`config.mk`:
```
export PLATFORM = sky130hd
export DESIGN_NAME = mat_win3x3_gen
export DESIGN_NICKNAME = d
export VERILOG_FILES = /design/src/rtl/mat_pkg.sv /design/src/rtl/mat_tap_shift3.sv /design/src/rtl/mat_win3x3_gen.sv
export SDC_FILE = /design/constraint.sdc
export NUM_CORES = 1
export LEC_CHECK = 0
export CAP_MARGIN = 0
export CORE_AREA = 2 2 129 131
export CTS_CLUSTER_SIZE = 40
export DETAILED_ROUTE_END_ITERATION = 6
export DIE_AREA = 0 0 131 133
export HOLD_SLACK_MARGIN = 0.06
export PLACE_DENSITY = 0.72
export REMOVE_ABC_BUFFERS = 1
export SYNTH_ARGS = -nofsm -noshare
export SYNTH_HDL_FRONTEND = slang
export SYNTH_SLANG_ARGS = --single-unit
```
`constraint.sdc`:
```
create_clock -name clk -period 5.75 [get_ports clk]
set_clock_uncertainty 0.2 [all_clocks]
set_input_delay 1.15 -clock clk [delete_from_list [all_inputs] [get_ports clk]]
set_output_delay 1.15 -clock clk [all_outputs]
set_load 0.1 [all_outputs]
```
`src/rtl/mat_pkg.sv`:
```
// Shared types and constants for the 3x3 window generator.
package mat_pkg;

   typedef enum logic [2:0] {
      ST_IDLE  = 3'd0,
      ST_FILL0 = 3'd1,
      ST_FILL1 = 3'd2,
      ST_RUN   = 3'd3,
      ST_FLUSH = 3'd4
   } mat_state_t;

   localparam int unsigned WIN_TAPS = 9;

   // Tap index of the rightmost pixel of each window row; a row spans 3 taps upward.
   localparam int unsigned WIN_ROW_TOP = 6;
   localparam int unsigned WIN_ROW_MID = 3;
   localparam int unsigned WIN_ROW_BOT = 0;

   // Underrun stall tolerated for this many row lengths before aborting the frame.
   localparam int unsigned STALL_MULT = 2;

   function automatic int unsigned win_w(input int unsigned dw);
      return WIN_TAPS * dw;
   endfunction

endpackage

```
`src/rtl/mat_tap_shift3.sv`:
```
// 3-stage pixel shift register; q = {oldest, middle, newest}.
// Shifts on en, 1-cycle latency per stage, no backpressure.
module mat_tap_shift3 #(
   parameter int DATA_WIDTH = 8
) (
   input  logic                      clk,
   input  logic                      rst,
   input  logic                      en,
   input  logic [DATA_WIDTH-1:0]     d,
   output logic [3*DATA_WIDTH-1:0]   q
);

   logic [3*DATA_WIDTH-1:0] sr;

   always_ff @(posedge clk or posedge rst) begin
      if (rst) begin
         sr <= '0;
      end else if (en) begin
         sr <= {sr[2*DATA_WIDTH-1:0], d};
      end
   end

   assign q = sr;

endmodule

```
`src/rtl/mat_win3x3_gen.sv`:
```
// Builds registered 3x3 windows from a raster stream using two external line FIFOs as row delays.
// Window appears on the edge after the accepting edge; input stalls on FIFO space/underrun, output has no backpressure.
module mat_win3x3_gen
   import mat_pkg::*;
#(
   parameter int IMG_WIDTH  = 640,
   parameter int IMG_HEIGHT = 480,
   parameter int DATA_WIDTH = 8
) (
   input  logic                               clk,
   input  logic                               rst,
   input  logic                               in_vld,
   input  logic                               in_sof,
   input  logic [DATA_WIDTH-1:0]              in_data,
   output logic                               in_rdy,
   output logic                               fa_wr_en,
   output logic [DATA_WIDTH-1:0]              fa_wr_data,
   input  logic                               fa_wr_vld,
   output logic                               fa_rd_en,
   input  logic                               fa_rd_vld,
   input  logic [DATA_WIDTH-1:0]              fa_rd_data,
   output logic                               fb_wr_en,
   output logic [DATA_WIDTH-1:0]              fb_wr_data,
   input  logic                               fb_wr_vld,
   output logic                               fb_rd_en,
   input  logic                               fb_rd_vld,
   input  logic [DATA_WIDTH-1:0]              fb_rd_data,
   output logic                               out_vld,
   output logic [win_w(DATA_WIDTH)-1:0]       out_win,
   output logic                               out_last,
   output logic                               err_sync
);

   localparam int COL_W       = $clog2(IMG_WIDTH);
   localparam int ROW_W       = $clog2(IMG_HEIGHT);
   localparam int STALL_LIMIT = STALL_MULT * IMG_WIDTH;
   localparam int STALL_W     = $clog2(STALL_LIMIT);

   localparam logic [COL_W-1:0]   COL_LAST  = COL_W'(IMG_WIDTH - 1);
   localparam logic [ROW_W-1:0]   ROW_LAST  = ROW_W'(IMG_HEIGHT - 1);
   localparam logic [ROW_W-1:0]   ROW_PEN   = ROW_W'(IMG_HEIGHT - 2);
   localparam logic [STALL_W-1:0] STALL_END = STALL_W'(STALL_LIMIT - 1);

   mat_state_t          state_q, state_nxt;
   logic [COL_W-1:0]    col_q;
   logic [ROW_W-1:0]    row_q;
   logic [STALL_W-1:0]  stall_q;

   logic row_ge1, row_ge2, active, acc, proc, underrun, stall_to;
   logic col_end, row_end, err_set;
   logic win_ok_q, last_ok_q;

   logic [3*DATA_WIDTH-1:0] top_q, mid_q, bot_q;

   always_comb begin
      row_ge1  = (row_q != '0);
      row_ge2  = (row_q >= ROW_W'(2));
      active   = (state_q == ST_FILL0) || (state_q == ST_FILL1) || (state_q == ST_RUN);
      col_end  = (col_q == COL_LAST);
      row_end  = (row_q == ROW_LAST);

      // Gated by rst so every output reads 0 while reset is held.
      in_rdy   = !rst && (state_q != ST_FLUSH) && fa_wr_vld && fb_wr_vld
                 && (!row_ge1 || fa_rd_vld) && (!row_ge2 || fb_rd_vld);
      acc      = in_vld && in_rdy;
      proc     = acc && ((state_q == ST_IDLE) ? in_sof : (active && !in_sof));
      underrun = active && in_vld && ((row_ge1 && !fa_rd_vld) || (row_ge2 && !fb_rd_vld));
      stall_to = underrun && (stall_q == STALL_END);

      fa_wr_en   = proc && (row_q <= ROW_PEN);
      fb_wr_en   = proc && row_ge1 && (row_q <= ROW_PEN);
      fa_wr_data = fa_wr_en ? in_data : '0;
      fb_wr_data = fb_wr_en ? fa_rd_data : '0;
      fa_rd_en   = (state_q == ST_FLUSH) ? fa_rd_vld : (proc && row_ge1);
      fb_rd_en   = (state_q == ST_FLUSH) ? fb_rd_vld : (proc && row_ge2);

      state_nxt = state_q;
      err_set   = 1'b0;
      case (state_q)
         ST_IDLE: begin
            if (proc) state_nxt = ST_FILL0;
         end
         ST_FILL0, ST_FILL1, ST_RUN: begin
            if ((acc && in_sof) || stall_to) begin
               state_nxt = ST_FLUSH;
               err_set   = 1'b1;
            end else if (proc && col_end) begin
               case (state_q)
                  ST_FILL0: state_nxt = ST_FILL1;
                  ST_FILL1: state_nxt = ST_RUN;
                  default:  state_nxt = row_end ? ST_IDLE : ST_RUN;
               endcase
            end
         end
         ST_FLUSH: begin
            if (!fa_rd_vld && !fb_rd_vld) state_nxt = ST_IDLE;
         end
         default: state_nxt = ST_IDLE;
      endcase
   end

   always_ff @(posedge clk or posedge rst) begin
      if (rst) begin
         state_q <= ST_IDLE;
      end else begin
         state_q <= state_nxt;
      end
   end

   always_ff @(posedge clk or posedge rst) begin
      if (rst) begin
         col_q    <= '0;
         row_q    <= '0;
         stall_q  <= '0;
         err_sync <= 1'b0;
      end else begin
         if (err_set) begin
            col_q <= '0;
            row_q <= '0;
         end else if (proc) begin
            if (col_end) begin
               col_q <= '0;
               row_q <= row_end ? '0 : row_q + 1'b1;
            end else begin
               col_q <= col_q + 1'b1;
            end
         end
         stall_q <= (underrun && !stall_to) ? stall_q + 1'b1 : '0;
         if (err_set) err_sync <= 1'b1;
      end
   end

   mat_tap_shift3 #(.DATA_WIDTH(DATA_WIDTH)) u_tap_top (
      .clk (clk), .rst (rst), .en (proc), .d (fb_rd_data), .q (top_q)
   );
   mat_tap_shift3 #(.DATA_WIDTH(DATA_WIDTH)) u_tap_mid (
      .clk (clk), .rst (rst), .en (proc), .d (fa_rd_data), .q (mid_q)
   );
   mat_tap_shift3 #(.DATA_WIDTH(DATA_WIDTH)) u_tap_bot (
      .clk (clk), .rst (rst), .en (proc), .d (in_data), .q (bot_q)
   );

   // Taps hold the complete window right after the accepting edge; capture it one edge later.
   always_ff @(posedge clk or posedge rst) begin
      if (rst) begin
         win_ok_q  <= 1'b0;
         last_ok_q <= 1'b0;
         out_vld   <= 1'b0;
         out_last  <= 1'b0;
         out_win   <= '0;
      end else begin
         win_ok_q  <= proc && row_ge2 && (col_q >= COL_W'(2));
         last_ok_q <= proc && row_end && col_end;
         out_vld   <= win_ok_q;
         out_last  <= last_ok_q;
         if (win_ok_q) begin
            out_win[WIN_ROW_TOP*DATA_WIDTH +: 3*DATA_WIDTH] <= top_q;
            out_win[WIN_ROW_MID*DATA_WIDTH +: 3*DATA_WIDTH] <= mid_q;
            out_win[WIN_ROW_BOT*DATA_WIDTH +: 3*DATA_WIDTH] <= bot_q;
         end
      end
   end

endmodule

```
-- After elaboration in Yosys (flattened, before gate mapping)
Index checks and enable logic that the tools add are counted.
- bits of input ports: 32
- output and inout bits: 96
- bits in registers: 182
- logic and storage cells: 96
- reductions and logical operators: 44
- order comparisons: 3
- multiplexer cells: 22
- eq/ne operators: 11
- add/sub/neg operators: 3
- operators with widths (cell ; number):
    two-way mux 9 bit ; 4
    two-way mux 10 bit ; 3
    logical AND 1 bit ; 24
    two-way mux 8 bit ; 2
    two-way mux 3 bit ; 4
    adder 11 x 1 -> 11 bit, second input constant ; 1
    equality test 11 bit, second input constant ; 1
    two-way mux 11 bit ; 1
    adder 10 x 1 -> 10 bit, second input constant ; 1
    equality test 10 bit, second input constant ; 1
    greater-or-equal comparator 10 x 2 -> 1 bit, second input constant ; 1
    adder 9 x 1 -> 9 bit, second input constant ; 1
    equality test 9 bit, second input constant ; 1
    greater-or-equal comparator 9 x 2 -> 1 bit, second input constant ; 1
    less-or-equal comparator 9 bit, second input constant ; 1
    case mux 3 bit (3 select lines) ; 1
    nonzero test 9 bit ; 1
    zero test 1 bit ; 7
    equality test 3 x 2 -> 1 bit, second input constant ; 2
    logical OR 1 bit ; 6
    inequality test 3 bit, second input constant ; 2
    two-way mux 1 bit ; 5
    case mux 2 bit (2 select lines) ; 1
    nonzero test 2 bit ; 2
    9 further kinds ; 9

-- Logic depth before layout (Yosys ltp)
Gate-level depths: netlist (run 1).
- word-level depth: 13
- gate-level depth with buffers: 10
- mapped depth without buffers: 8

-- Cells and area by module
From an unflattened synthesis (run 1), not the netlist that was laid out.
- cell total of the unflattened synthesis: 563
- area, all modules: 7916.3 um^2
- by module, submodules not included (module ; cells an instance ; sequential area each (um^2) ; area an instance (um^2) ; times used):
    mat_win3x3_gen ; 407 ; 2752.6 ; 4913.5 ; 1
    mat_tap_shift3 ; 52 ; 600.6 ; 1001.0 ; 3

-- Worst setup path before layout (run 1)
Ideal clock, no wire load.
- path type: input to output
- start point: input fa_rd_vld
- end point: output in_rdy
- arrival time: 6.080 ns
- required time: 4.400 ns
- setup slack: -1.680 ns
- stages on the path: 3
- buffers on the path: 0
- cell sequence: a31o_2 > nand2_1 > a2111oi_0
- word-level cells in the longest chain between the ends: 3
- ends and longest elaborated chain (element ; line ; text):
    start: declaration ; mat_win3x3_gen.sv:20 ; input logic fa_rd_vld,
    logical OR 1 bit ; mat_win3x3_gen.sv:64 ; && (!row_ge1 || fa_rd_vld) && (!row_ge2 || fb_rd_vld);
    logical AND 1 bit (2 in series) ; mat_win3x3_gen.sv:64 ;
    end: declaration ; mat_win3x3_gen.sv:15 ; output logic in_rdy,
No other way between the ends.

-- Worst setup path in the final report (run 1)
- start point: input rst
- end point: output fb_wr_data[7]
- word-level cells in the longest chain between the ends: 11
- ends and longest elaborated chain (element ; line ; text):
    start: declaration ; mat_win3x3_gen.sv:11 ; input logic rst,
    zero test 1 bit (no line) ; -- ;
    logical AND 1 bit (3 in series) ; mat_win3x3_gen.sv:63 ; in_rdy = !rst && (state_q != ST_FLUSH) && fa_wr_vld && fb_wr_vld
    logical AND 1 bit (2 in series) ; mat_win3x3_gen.sv:64 ;
    logical AND 1 bit ; mat_win3x3_gen.sv:65 ; acc = in_vld && in_rdy;
    logical AND 1 bit ; mat_win3x3_gen.sv:66 ; proc = acc && ((state_q == ST_IDLE) ? in_sof : (active && !in_sof));
    logical AND 1 bit (2 in series) ; mat_win3x3_gen.sv:71 ; fb_wr_en = proc && row_ge1 && (row_q <= ROW_PEN);
    two-way mux 8 bit ; mat_win3x3_gen.sv:73 ; fb_wr_data = fb_wr_en ? fa_rd_data : '0;
    end: declaration ; mat_win3x3_gen.sv:23 ; output logic [DATA_WIDTH-1:0] fb_wr_data,
No other way between the ends.

==> impl_metrics.ini, run 1 <==
[clocking]
cts_tree = built
cts_sinks = 182
cts.path.max_buffers = 2
post-cts-setup-buffers = 0
clk_pin_slew_ps = 70
cts-root-buf = clkbuf_16
cts_resized = 0
cts_hold_buf = 0
cts_max_level = 4
cts_buffers = 17
worstSkewPairLatency_ps = 430

[route]
drtIter0Drc = 350
routedWlPerCell_um = 15.0
drc = 0
vias = 5375
totalWireLength_um = 15800
antenna_left = 0
dr.pass1.iters = 4
vias_per_cell = 5.10

[timing]
setup_viol = 0
slew_headroom_pct = 29.9
setup_ws_ps = 1270
rsz0062_at_grt = false
fin_crit_sh_pct = 77.9
worst_pin_slew_ps = 1050
setup_tns_ps = 0
period_minus_slack_ps = 4480
clock.fmax_mhz = 223
hold-worst-slack_ps = 150
finalMaxSlewViolations = 0
hold_violations = 0

[setup_path]
ff2ff_setup_slack_ps = 2450
timing.rr.end = col_q[7]
cp.arrival_ps = 3130
worstSetupPathType = in -> out
critPathLaunchType = input port
crit_path_end_kind = output pin
worstRegToRegCells = 7
r2r_start = row_q[6]
crit_required_ps = 4400
cp_max_fo = 19

[floorplan]
placementRows = 47
dieArea_um2 = 17400
ioPinCount = 128
die_height_um = 133
core_um2 = 16200
fp.dieW_um = 131
start_util_pct = 46.6

[hold_path]
hold_path_startpoint = last_ok_q
holdPathEnd = out_last
min_path_cells = 0
hold_path.class = reg -> reg

[place]
gp_congestion = 0.797
dpl_worst_slack_ps = 1260
dp_cells = 1020
placedInstanceArea_um2 = 9180
placement.io_buffers = 127
dp_hpwl_um = 10200

[cells_and_area]
syn_to_final_growth_pct = 29.5
final_common_cell = nand2_1
final_nets = 857
final_area_um2 = 9770
fin_cells = 1053
final_cell_mix = 238 x nand2_1, 181 x dfrtp_1, 106 x clkdlybuf4s50_1
drive_gt1_share_pct = 17.4

[logic_synthesis]
seq_area_frac_synth_pct = 60.4
netlist_instances = 701
synth_warnings = 0
synth.avg_cell_area_um2 = 10.8
synthesis.area_um2 = 7540
async_reset_ff_share_pct = 100
synth.distinct_cells = 47
synth_edf_count = 0
synth_ff_type = dfrtp_1
ys_ff_latch = 182

[pwr]
p_per_area_nw_per_um2 = 285
peakVddDrop_mv = 0.184
power_leakage_uw = 0.00485

[global_route]
grt_max_degree = 118
grtUsageMet3_pct = 3.88
antenna_found_initial = 0
grt_pass1_vias = 5445
busiest_layer = met2
overflow = 0
track_usage_pct = 19.1
grt_use_met1_pct = 25.4
met2_usage_pct = 31.1
grt_pass1_wl_um = 26300

[flow_run]
cap_violations = 0

[outcome]
status = finished, final reports clean
-- cell type report --
class | instances | area [um2]
Antenna cell | 1 | 2.50
Clock buffer | 17 | 425
Clock inverter | 15 | 164
Fill cell | 1309 | 6400
Inverter | 10 | 42.5
Multi-Input combinational cell | 477 | 2810
Sequential cell | 182 | 4560
Tap cell | 220 | 275
Timing Repair Buffer | 131 | 1490
-- registers in the layout (all words and copies together) (netlist names) --
signal / cells
col_q: 10
err_sync: 1
last_ok_q: 1
out_last: 1
out_vld: 1
out_win: 72
row_q: 9
stall_q: 11
state_q: 3
u_tap_bot.q: 24
u_tap_mid.q: 24
u_tap_top.q: 24
win_ok_q: 1
-- synthesized netlist by cell type (7+ instances only) --
cell type,instances,area [um2]
and2_1,11,68.8
and3_1,15,93.8
buf_2,9,45.0
clkbuf_1,19,71.3
dfrtp_1,182,4550
inv_1,10,37.5
mux2_2,76,856
nand2_1,238,893
nand3_1,15,75.1
nor2_1,29,109
nor3_1,9,45.0
o21ai_0,7,35.0
xor2_1,8,70.1
-- metal layers --
layer	vias up	part of all wire, %
met5	-	0
met4	0	1.5
met3	20	4.6
met2	123	50
met1	2675	44
li1	2557	-
-- how the worst max path moves through the flow --
stage	slack (ps)	to	startpoint	depth (start not counted)
finish	1270	fb_wr_data[7]	rst	8
global route	1130	fb_wr_data[7]	rst	8
CTS	1260	fb_wr_data[7]	rst	8
detailed placement	1260	fb_wr_data[7]	rst	8
global placement	1300	fb_wr_data[7]	rst	8
floorplan	-1680	in_rdy	fa_rd_vld	3
-- cells by family (layout without fill, tap and decap cells) --
| group | count (synthesis) | after routing | share of synthesized area, % |
|---|---|---|---|
| AND/OR/NAND/NOR | 343 | 343 | 19.6 |
| flip-flops | 182 | 182 | 60.4 |
| multiplexers | 79 | 79 | 11.7 |
| buffers and inverters | 42 | 173 | 2.44 |
| AO/OA/AOI/OAI | 36 | 36 | 3.37 |
| XOR/XNOR | 13 | 13 | 1.51 |
| adder cells (fa/ha/maj) | 6 | 6 | 0.995 |
| other | 0 | 1 | 0 |
-- worst max-delay path, stage by stage --
cell and delay (ps):
clkdlybuf4s50_1 490, and4b_1 300, and4bb_2 300, nand3_4 80, nor2_1 110, buf_4 260
and3_1 250, buf_12 190
-- report_power, final --
group	leakage [uW]	total [uW]	switching (uW)	internal (uW)
clock	0.000286	1150	535	617
sequential	0.00249	1380	45.6	1340
combinational	0.00207	252	171	81.4
-- through the flow --
step,power [uW],utilization [%]
2_1_floorplan,1570,-
3_3_place_gp,1650,56.7
3_5_place_dp,1660,56.7
4_1_cts,2820,60.4
5_1_grt,2900,60.4
6_report,2790,60.4
(Power assumes the default switching activity.)
==> inputs of run 2 (changes only) <==
--- a/config.mk
+++ b/config.mk
@@ -6,12 +6,12 @@
 export NUM_CORES = 1
 export LEC_CHECK = 0
 export CAP_MARGIN = 0
-export CORE_AREA = 2 2 129 131
+export CORE_AREA = 2 2 123 125
 export CTS_CLUSTER_SIZE = 40
 export DETAILED_ROUTE_END_ITERATION = 6
-export DIE_AREA = 0 0 131 133
+export DIE_AREA = 0 0 125 127
 export HOLD_SLACK_MARGIN = 0.06
-export PLACE_DENSITY = 0.72
+export PLACE_DENSITY = 0.75
 export REMOVE_ABC_BUFFERS = 1
 export SYNTH_ARGS = -nofsm -noshare
 export SYNTH_HDL_FRONTEND = slang
==> constraint.sdc (replaced) <==
create_clock -name clk -period 4.3 [get_ports clk]
set_clock_uncertainty 0.2 [all_clocks]
set_input_delay 0.86 -clock clk [delete_from_list [all_inputs] [get_ports clk]]
set_output_delay 0.86 -clock clk [all_outputs]
set_load 0.1 [all_outputs]
==> run 2 against run 1 <==
Worst setup slack worse by 880 ps; die area is 8.9% lower; combinational power is 35% higher; cell area is 0.18% lower; critical path depth stayed put.
==> impl_metrics.ini, run 2 (same netlist as run 1, synthesis figures left out) <==
[outcome]
status = finished, final reports clean

[place]
dp_cells = 987
placedInstanceArea_um2 = 9180
dp_hpwl_um = 10000
dpl_worst_slack_ps = 363
placement.io_buffers = 127
gp_congestion = 0.835

[pwr]
pwr-share-seq_pct = 50.0
peakVddDrop_mv = 0.239
power_leakage_uw = 0.00486
internal_power_uw = 2810
p_switching_uw = 879
p_clk_share_pct = 40.8
p_sw_share_pct = 23.8
comb_power_share_pct = 9.2
p_per_area_nw_per_um2 = 379

[route]
drtIter0Drc = 290
vias_per_cell = 5.23
routedWlPerCell_um = 14.9
vias = 5327
drc = 0
dr.pass1.iters = 5
antenna_left = 0
totalWireLength_um = 15200

[clocking]
cts_tree = built
cts_sinks = 182
cts_hold_buf = 0
cts_buffers = 17
worstSkewPairLatency_ps = 410
cts_resized = 0
cts_max_level = 4
cts-root-buf = clkbuf_16
clk_pin_slew_ps = 60
cts.path.max_buffers = 2
post-cts-setup-buffers = 0

[global_route]
antenna_found_initial = 0
grt_max_degree = 81
grt_pass1_wl_um = 25800
track_usage_pct = 19.8
grt_pass1_vias = 5248
overflow = 0

[floorplan]
placementRows = 44
start_util_pct = 52.3
dieArea_um2 = 15900
core_um2 = 14400
fp.dieW_um = 125
ioPinCount = 128
die_height_um = 127

[setup_path]
cp.arrival_ps = 2850
crit_buf_inv = 3
cp_max_fo = 18
cp_slowest_cell = clkdlybuf4s50_1
crit_path_end_kind = output pin
crit_path_cell_trace = clkdlybuf4s50_1 -> and4b_1 -> and4bb_2 -> nand3_4 -> nor2_1 -> buf_4 -> and3_1 -> buf_12
critPathTopFamily = simple AND/OR/NAND/NOR gates
critPathLaunchType = input port
worstSetupPathType = in -> out
cpPeakStageDelay_ps = 500
crit_required_ps = 3240
r2r_start = row_q[6]
startpoint = rst

[timing]
fin_crit_sh_pct = 91.0
period_minus_slack_ps = 3910
hold_violations = 0
hold-worst-slack_ps = 159
setup_viol = 0
clock.fmax_mhz = 255
worst_pin_slew_ps = 1060
finalMaxSlewViolations = 0
setup_ws_ps = 386
rsz0062_at_grt = false
slew_headroom_pct = 28.9

[cells_and_area]
diodes = 0
regMostFlops = out_win
final_area_um2 = 9750
largest_register_ffs = 72
fin_util_pct = 67.6
fin_cells = 1018
drive_gt1_share_pct = 16.8
final_cell_mix = 238 x nand2_1, 181 x dfrtp_1, 106 x clkdlybuf4s50_1
final_common_cell = nand2_1
syn_to_final_growth_pct = 29.3
final_nets = 860

[flow_run]
cap_violations = 0

[hold_path]
hold_path.class = reg -> reg
hold_path_startpoint = last_ok_q
[run 2: cell count changes in the layout (fill, tap and decap cells not counted), sizes merged]
| cell | previous run | this run |
|---|---|---|
| clkbuf | 17 | 28 |
| inv | 18 | 10 |
| clkinv | 5 | 1 |
| buf | 25 | 28 |
| bufinv | 1 | 2 |
| clkinvlp | 1 | 0 |
| diode | 1 | 0 |
[run 2: layout make-up]
class	instances	area, um2
Clock buffer	28	507
Fill cell	1050	4670
Tap cell	184	230
Multi-Input combinational cell	477	2810
Sequential cell	182	4560
Inverter	10	42.5
Clock inverter	3	65.1
Timing Repair Buffer	134	1530
[run 2: worst register-to-register path, delay by kind of cell, from the launching register on]
family | cells | cell delay (ps)
AOI/OAI and AO/OA | 2 | 490
buffers and inverters | 1 | 660
DFF | 1 | 430
and+or+nand+nor | 4 | 1250
[run 2: metal layers]
| layer | part of all wire (%) | GRT usage [%] | vias up |
|---|---|---|---|
| met5 | 0 | 0 | - |
| met4 | 1.2 | 6.54 | 0 |
| met3 | 4.6 | 4.15 | 14 |
| met2 | 49 | 33.0 | 134 |
| met1 | 45 | 26.4 | 2617 |
| li1 | - | - | 2562 |
[run 2: worst paths after layout]
| kind | end | slack [ps] | cells after the start |
|---|---|---|---|
| worst max-delay path | fb_wr_data[0] | 390 | 8 |
| worst min-delay path | out_last | 160 | 0 |
| worst max register to register | col_q[7] | 1200 | 7 |
| worst min register to register | out_last | 160 | 0 |
| max in group asynchronous | u_tap_bot.q[14] | 2360 | 3 |
| min in group asynchronous | stall_q[9] | 750 | 2 |
[run 2: power by group through the flow]
stage	sequential [uW]	combinational (uW)	clock, uW
after global placement	1870	333	0
after global routing	1860	370	1610
after detailed placement	1880	342	0
after floorplan	1970	133	0
after CTS	1850	344	1540
final	1850	339	1510
[run 2: stage by stage]
step	setup TNS [ps]	total power (uW)
finish	0	3690
global route	0	3840
CTS	0	3730
detailed placement	0	2220
global placement	0	2210
floorplan	-345510	2100
==> inputs of run 3 (changes only) <==
--- a/config.mk
+++ b/config.mk
@@ -6,13 +6,14 @@
 export NUM_CORES = 1
 export LEC_CHECK = 0
 export CAP_MARGIN = 0
-export CORE_AREA = 2 2 123 125
+export CORE_AREA = 2 2 125 127
 export CTS_CLUSTER_SIZE = 40
 export DETAILED_ROUTE_END_ITERATION = 6
-export DIE_AREA = 0 0 125 127
+export DIE_AREA = 0 0 127 129
 export HOLD_SLACK_MARGIN = 0.06
-export PLACE_DENSITY = 0.75
+export PLACE_DENSITY = 0.76
 export REMOVE_ABC_BUFFERS = 1
 export SYNTH_ARGS = -nofsm -noshare
 export SYNTH_HDL_FRONTEND = slang
+export SYNTH_HIERARCHICAL = 1
 export SYNTH_SLANG_ARGS = --single-unit
==> run 3 against run 2 <==
Hold slack lost 1.4 ps; clock power is essentially flat; final cell count shrank 13%; critical path depth grew 1; count of clock-buffer cells in the layout shrank 6; sequential cell count is the same; area after synthesis grew 4.9%; register-to-register slack gained 40 ps; highest routed layer unchanged.
==> impl_metrics.ini, run 3 <==
[outcome]
status = finished, final reports clean

[hold_path]
hold_path_startpoint = last_ok_q
hold_path.class = reg -> reg
holdPathEnd = out_last
min_path_cells = 0

[setup_path]
cpPeakStageDelay_ps = 530
critPathTopFamily = simple AND/OR/NAND/NOR gates
crit_required_ps = 3240
critPathLaunchType = input port
cp.arrival_ps = 3090
cp_slowest_cell = clkdlybuf4s50_1
worstSetupPathType = in -> out
crit_path_end_kind = output pin
startpoint = in_vld
worstRegToRegCells = 8
r2r_start = row_q[1]
cp_max_fo = 9
crit_path_cell_trace = clkdlybuf4s50_1 -> and4b_1 -> and4bb_2 -> and3_4 -> o21a_2 -> nor2b_1 -> buf_4 -> and2_1 -> buf_12
ff2ff_setup_slack_ps = 1240
crit_buf_inv = 3
timing.rr.end = row_q[3]

[route]
drtIter0Drc = 294
dr.pass1.iters = 5
vias_per_cell = 5.52
routedWlPerCell_um = 17.2
totalWireLength_um = 15300
antenna_left = 0
vias = 4892
drc = 0

[logic_synthesis]
synth_top_area_share_pct = 57.5
synth_ff_type = dfrtp_1
ys_ff_latch = 182
async_reset_ff_share_pct = 100
synth_edf_count = 0
netlist_instances = 563
synth_warnings = 6
ys_top_cells_by_area = dfrtp_1 58%, mux2_2 12%, mux2_4 11%
yosys-top-cells-count = 182 x dfrtp_1, 84 x mux2_2, 60 x mux2_4
synth_top_area_cell = dfrtp_1
synth.distinct_cells = 50
synthesis.area_um2 = 7920
seq_area_frac_synth_pct = 57.5
synth.avg_cell_area_um2 = 14.1
synth_most_common_cell = dfrtp_1

[floorplan]
placementRows = 45
core_um2 = 15000
dieArea_um2 = 16400
ioPinCount = 128
fp.dieW_um = 127
start_util_pct = 52.9
die_height_um = 129

[cells_and_area]
final_area_um2 = 10000
largest_register_ffs = 72
seqCellArea_um2 = 4560
diodes = 0
regMostFlops = out_win
final_common_cell = dfrtp_1
final_cell_mix = 180 x dfrtp_1, 106 x clkdlybuf4s50_1, 84 x mux2_2
final_nets = 727
syn_to_final_growth_pct = 26.9
fill_cells = 1050
multi_input_area_um2 = 3070
drive_gt1_share_pct = 30.5

[clocking]
cts_max_level = 4
cts_tree = built
cts_buffers = 17
cts_hold_buf = 0
clk_pin_slew_ps = 60
cts_sinks = 182
worstSkewPairLatency_ps = 410
cts-root-buf = clkbuf_16
cts.path.max_buffers = 2

[flow_run]
cap_violations = 0

[timing]
finalMaxSlewViolations = 0
clock.fmax_mhz = 241
period_minus_slack_ps = 4150
slew_headroom_pct = 31.3
setup_viol = 0
worst_pin_slew_ps = 1030
hold_violations = 0
rsz0062_at_grt = false
fin_crit_sh_pct = 96.4
setup_ws_ps = 154

[global_route]
track_usage_pct = 20.0
antenna_found_initial = 0
overflow = 0
grt_pass1_wl_um = 26200
grt_max_degree = 84
grt_pass1_vias = 5144

[place]
placement.io_buffers = 127
dp_hpwl_um = 10000
placedInstanceArea_um2 = 9450
gp_congestion = 0.938
dpl_worst_slack_ps = 146

[pwr]
power_leakage_uw = 0.00467
peakVddDrop_mv = 0.281
p_per_area_nw_per_um2 = 369
total_power_uw = 3700
-- run 3: cell types whose count changed after synthesis, moves of 6 or more --
cell      change
clkbuf_1      -7
nor2_1        +6
mux2_4       +60
a21oi_1       +6
buf_12        +6
and3_1        -9
nand2_1     -217
and2_1        +7
mux2_2        +8
-- run 3: metal layers --
layer	vias to the layer above	GRT usage [%]	share of wire, %
li1	2241	-	-
met1	2496	27.5	46
met2	136	32.0	48
met3	19	4.41	4.5
met4	0	6.40	1.4
met5	-	0	0
-- run 3: stage by stage --
step	TNS [ps]	hold slack [ps]	cells	utilization (%)
2_1_floorplan	-39730	131	536	-
3_3_place_gp	0	142	856	63.1
3_5_place_dp	0	147	856	63.1
4_1_cts	0	156	885	67.0
5_1_grt	0	182	887	67.1
6_report	0	157	887	67.1
-- run 3: final cells by class --
type | instances | area share (%)
Sequential cell | 182 | 45.4
Multi-Input combinational cell | 340 | 30.6
Timing Repair Buffer | 134 | 15.4
Clock buffer | 22 | 4.52
Tap cell | 188 | 2.34
Clock inverter | 7 | 1.21
Inverter | 14 | 0.548
-- run 3: worst max-delay path by stage --
stage | cells after the start | end | slack [ps]
after floorplan | 8 | fb_wr_data[0] | -2950
after global placement | 9 | fb_wr_data[7] | 240
after detailed placement | 9 | fb_wr_data[0] | 150
after CTS | 10 | fb_wr_data[0] | 120
after global routing | 9 | fb_wr_data[5] | 20
final | 9 | fb_wr_data[2] | 150
-- run 3: cell families after synthesis --
kind of cell	Yosys count	share of synthesized area (%)
flops	182	57.5
simple gates	133	9.03
buf+inv	41	3.71
mux	145	23.5
compound gates	37	3.21
xor+xnor	18	1.99
fa+ha+maj	7	1.07
-- run 3: worst register-to-register path, delay by kind of cell (launching register included) --
kind                     cells  cell delay, ps
AND/OR/NAND/NOR              4            1520
flip-flops                   1             450
AO/OA/AOI/OAI                2             450
adder cells (fa/ha/maj)      1             210
buffers and inverters        1             160
-- run 3: timing repair --
action	in CTS	in global routing
buffers inserted	0	2
setup endpoints to repair	0	8
resized for setup	0	1
-- run 3: power breakdown --
group | switching (uW) | internal [uW]
combinational | 151 | 150
clock | 611 | 926
sequential | 74.3 | 1790
